### config.mk
export PLATFORM = sky130hd
export DESIGN_NAME = seq_detector_param
export DESIGN_NICKNAME = d
export VERILOG_FILES = /design/src/rtl/seq_detector_param.sv
export SDC_FILE = /design/constraint.sdc
export NUM_CORES = 1
export LEC_CHECK = 0
export BUFFER_PORTS_ARGS = -buffer_cell sky130_fd_sc_hd__buf_4
export CORE_AREA = 2 2 41 43
export CTS_CLUSTER_DIAMETER = 200
export DETAILED_ROUTE_END_ITERATION = 10
export DIE_AREA = 0 0 43 45
export GPL_TIMING_DRIVEN = 0
export PLACE_DENSITY = 0.74
export SYNTH_ARGS = -nofsm -noshare
export SYNTH_HDL_FRONTEND = slang
export SYNTH_SLANG_ARGS = --single-unit
### constraint.sdc
create_clock -name clk -period 1.3 [get_ports clk]
set_input_delay 0.325 -clock clk [delete_from_list [all_inputs] [get_ports clk]]
set_output_delay 0.325 -clock clk [all_outputs]
set_load 0.02 [all_outputs]
### src/rtl/seq_detector_param.sv
// -----------------------------------------------------------------------------
// seq_detector_param
//
// Parametrised Moore serial pattern detector. It shifts qualified serial bits
// into an N-bit window and raises a registered match flag when the window
// equals the active pattern and at least N bits have been accepted since the
// last reset, configuration load or (in non-overlap mode) the last match.
//
// Handshake: x is consumed on a rising clock edge only when x_valid is 1 and
// cfg_load is 0; there is no back-pressure, so every qualified bit is taken.
//
// Ports:
//   clk          in   rising-edge clock
//   reset        in   synchronous active-low reset
//   x_valid      in   qualifies x
//   x            in   serial data bit
//   cfg_load     in   one-cycle strobe: load cfg_pattern / cfg_overlap
//   cfg_pattern  in   [N-1:0] new pattern, bit N-1 = first-received bit
//   cfg_overlap  in   new overlap mode (1 = overlapping matches allowed)
//   z            out  registered match flag
//   window       out  [N-1:0] last N accepted bits, bit 0 = newest
//   pattern      out  [N-1:0] currently active pattern
//   match_count  out  [CNT_W-1:0] saturating match count
//                     (only when SEQ_DET_MATCH_COUNT_EN is defined)
//
// Optional feature macro: SEQ_DET_MATCH_COUNT_EN
// -----------------------------------------------------------------------------
module seq_detector_param #(
    parameter int             N             = 4,
    parameter logic [N-1:0]   RESET_PATTERN = 4'b1101,
    parameter logic           RESET_OVERLAP = 1'b1,
    parameter int             CNT_W         = 8
) (
    input  logic             clk,
    input  logic             reset,
    input  logic             x_valid,
    input  logic             x,
    input  logic             cfg_load,
    input  logic [N-1:0]     cfg_pattern,
    input  logic             cfg_overlap,
    output logic             z,
    output logic [N-1:0]     window,
`ifdef SEQ_DET_MATCH_COUNT_EN
    output logic [N-1:0]     pattern,
    output logic [CNT_W-1:0] match_count
`else
    output logic [N-1:0]     pattern
`endif
);

    // Fill counter must represent 0..N inclusive.
    localparam int              FW   = $clog2(N + 1);
    localparam logic [FW-1:0]   FULL = FW'(N);

    logic [N-1:0]  window_q;
    logic [FW-1:0] fill_q;
    logic [N-1:0]  pattern_q;
    logic          overlap_q;
    logic          z_q;

    logic [N-1:0]  window_d;
    logic [FW-1:0] fill_d;
    logic          hit;

    // Post-shift view of the state, used for the match decision so that z is
    // registered at the same edge that accepts the final bit.
    always_comb begin
        window_d = {window_q[N-2:0], x};
        fill_d   = (fill_q == FULL) ? FULL : fill_q + 1'b1;
        hit      = (window_d == pattern_q) && (fill_d == FULL);
    end

    always_ff @(posedge clk) begin
        if (!reset) begin
            window_q  <= '0;
            fill_q    <= '0;
            pattern_q <= RESET_PATTERN;
            overlap_q <= RESET_OVERLAP;
            z_q       <= 1'b0;
        end else if (cfg_load) begin
            // Load wins over a coincident data bit; that bit is dropped.
            window_q  <= '0;
            fill_q    <= '0;
            pattern_q <= cfg_pattern;
            overlap_q <= cfg_overlap;
            z_q       <= 1'b0;
        end else if (x_valid) begin
            window_q <= window_d;
            // Non-overlap: a match consumes the window, so the next match
            // needs N fresh bits. The window itself still shifts.
            fill_q   <= (hit && !overlap_q) ? '0 : fill_d;
            z_q      <= hit;
        end
    end

`ifdef SEQ_DET_MATCH_COUNT_EN
    localparam logic [CNT_W-1:0] CNT_MAX = '1;
    logic [CNT_W-1:0] count_q;

    // One count per accepted bit that produces a match; hold cycles with z
    // high do not count.
    always_ff @(posedge clk) begin
        if (!reset || cfg_load) begin
            count_q <= '0;
        end else if (x_valid && hit && (count_q != CNT_MAX)) begin
            count_q <= count_q + 1'b1;
        end
    end

    assign match_count = count_q;
`endif

    assign z       = z_q;
    assign window  = window_q;
    assign pattern = pattern_q;

endmodule

==> flow_summary.yaml <==
detailed_routing:
  route.met3.wl_um: 58
  routed_wl_um: 1150
  vias_per_cell: 4.88
  antenna_left: 0
  avgRoutedWirePerCell_um: 11.9
  num_vias: 473
  drtPass1Iterations: 4
  highest_layer: "met4"
  dr.first_iter.drc_count: 2
  wl_met1_um: 551
  wl_met2_um: 525
  drc: 0
synthesis:
  netlist_area_um2: 587
  postSynthCellCount: 60
  synthesis.nets: 72
  ys_warn_count: 0
  ys_ff_latch: 13
  yosysSeqAreaShare_pct: 44.3
  avgSynthCellArea_um2: 9.78
  yosys.cell_types.count: 18
sta:
  max_slew.worst_pin.slew_ns: 0.199
  max_freq_mhz: 783
  finClkSkew_ns: 0.00329
  maxSlewHeadroom_pct: 86.7
  drv_slew: 0
  setup_violations: 0
  timing_hold_violations_final: 0
  grt_setup_unrepaired: "yes"
  fin_crit_sh_pct: 98.2
  finalCriticalPeriod_ns: 1.28
place:
  gp_congestion: 0.672
  hpwl_um: 824
  post-place-cells: 92
  io_buffers: 16
pwr:
  power_w: 0.000783
  vdd_drop_max_uv: 490
  power_density_nw_per_um2: 998
  power.leakage_nw: 0.371
floorplan:
  die_area_um2: 1940
  start_util_pct: 39.9
  rows: 14
  die-height_um: 45
  die_w_um: 43
  io_pins: 19
  core_area_um2: 1470
global_routing:
  grt_pass1_vias: 451
  grt_antenna_before_repair: 0
  grt_max_degree: 9
  grt_pass1_wl_um: 1900
  overflow: 0
  grt_use_total_pct: 13.5
final_layout:
  area.sequential_um2: 263
  final_cells: 97
  area_delta_synth_final_pct: 33.7
  multi_input_area_um2: 322
  fin_nets: 94
  fillers: 147
  final_layout_size_suffix_gt1_share_pct: 38.3
  diodes: 0
clocking:
  cts_tree: "yes"
  numCtsBuffers: 3
  cts_sinks: 13
  cts-root-buf: "clkbuf_4"
  clock_latency_ns: 0.27
  cts_buffer_depth: 2
  clk_pin_slew_ns: 0.08
  htreeDepth: 1
critical_path:
  r2r_cells: 6
  path_delay_family: "compound AO/OA/AOI/OAI gates"
  critical_path_required_ns: 1.46
  r2r_setup_slack_ns: 0.02
  path_class: "flop to flop"
  cp-start-kind: "flop"
  critPathBufInv: 2
  reg2reg_from: "fill_q[0]"
  slowest_delay_ns: 0.35
  critPathSlowestCell: "dfxtp_2"
  cp_max_fo: 3
  critPathCaptureType: "flop"
  crit_chain: "inv_2, ha_4, nand3b_1, o2111ai_2, inv_1, a221o_1"
  timing.rr.end: "fill_q[2]"
  critPathArrivalTime_ns: 1.44
worst_hold_path:
  hp-start: "cfg_pattern[3]"
  hp-class: "input port to flop"
  min_to: "pattern[3]"
  worstHoldPathCells: 3
job:
  maxCapViolations: 0
status:
  status: "finished, final reports clean"
==> worst min-delay path: stages <==
cell and delay [ns]:
buf_4 0.07, mux2i_1 0.05, nand2_1 0.06
==> final cells by class <==
cell class              instances  area share, %
repair buffers                 17           16.3
flip-flops and latches         13           33.5
well taps                      16           2.55
multi-input cells              42           41.0
clock buffers                   4           3.35
inverters                       3           1.44
plain buffers                   2           1.91
==> registers in the layout (all words and copies together), names as in the netlist <==
signal / flops
pattern: 4
window: 4
fill_q: 3
overlap_q: 1
z: 1
==> per-layer routing <==
layer	GRT usage [%]	vias up
met4	9.09	0
li1	-	243
met5	0	-
met2	20.9	13
met1	17.3	215
met3	2.40	2
==> cells in the mapped netlist <==
library cell / count / share of area (%)
dfxtp_1: 13 / 44
nand3_1: 1 / 0.85
nand3b_1: 1 / 1.3
xor2_1: 4 / 6.0
inv_1: 3 / 1.9
nor2_1: 9 / 5.8
nand2_1: 5 / 3.2
nor2_2: 1 / 1.1
ha_1: 2 / 4.3
buf_4: 2 / 2.6
a21oi_1: 1 / 0.85
o2111ai_1: 1 / 1.5
a31oi_1: 1 / 1.1
mux2i_1: 11 / 19
a221o_1: 1 / 1.7
o21ai_0: 1 / 0.85
or2b_4: 1 / 1.9
nor2b_1: 2 / 2.1
==> logic make-up after synthesis <==
kind of cell	after synthesis	share of synthesized area [%]
compound gates	5	5.97
xor+xnor	4	5.97
fa+ha+maj	2	4.26
buf+inv	5	4.48
flops	13	44.3
mux	11	18.8
simple gates	20	16.2
==> placed cells by master (no fill, tap or decap) <==
cell and count:
buf_4 19, mux2i_1 11, dfxtp_1 11, nor2_1 8, nand2_1 5, xor2_1 4
clkbuf_4 3, inv_2 2, nor2b_1 2, nor2_2 2, dfxtp_2 2, or2b_4 1
a21oi_1 1, nand3b_1 1, o2111ai_2 1, inv_1 1, a31oi_1 1, a221o_1 1
nand3_1 1, o21ai_0 1, ha_4 1, ha_1 1, clkbuf_1 1
==> where the power goes <==
group / leakage [nW] / internal [W] / switching (W) / total (W)
Combinational: 0.249 / 0.0000596 / 0.0000533 / 0.000113
Clock: 0.0150 / 0.000119 / 0.000129 / 0.000247
Sequential: 0.107 / 0.000411 / 0.0000113 / 0.000422
==> worst max path at each step <==
stage,from,endpoint,slack (ns),cells after the start
6_report,fill_q[0],fill_q[2],0.02,6
5_1_grt,fill_q[1],fill_q[2],-0.08,6
4_1_cts,fill_q[0],fill_q[2],0.005,6
3_5_place_dp,fill_q[0],fill_q[2],-0.08,6
3_3_place_gp,fill_q[0],fill_q[2],-0.04,6
2_1_floorplan,fill_q[0],fill_q[2],0.005,6
==> per-stage QoR <==
stage	TNS [ns]	util, %	instance area (µm²)	worst slack [ns]	hold WS [ns]
CTS	0	52.4	771	0.00535	0.259
detailed placement	-0.0829	49.4	727	-0.0829	0.456
floorplan	0	-	587	0.00482	0.387
global route	-0.0825	53.3	785	-0.0825	0.258
global placement	-0.0427	49.4	727	-0.0427	0.446
finish	0	53.3	785	0.0236	0.266
==> repair_timing <==
| action | 4_1_cts | 5_1_grt |
|---|---|---|
| hold buffers | 0 | 0 |
| setup endpoints to repair | 1 | 1 |
| buffers inserted | 1 | 0 |
| pin swaps | 1 | 2 |
| resized for setup | 3 | 5 |
Power figures use the tool's default switching activity.
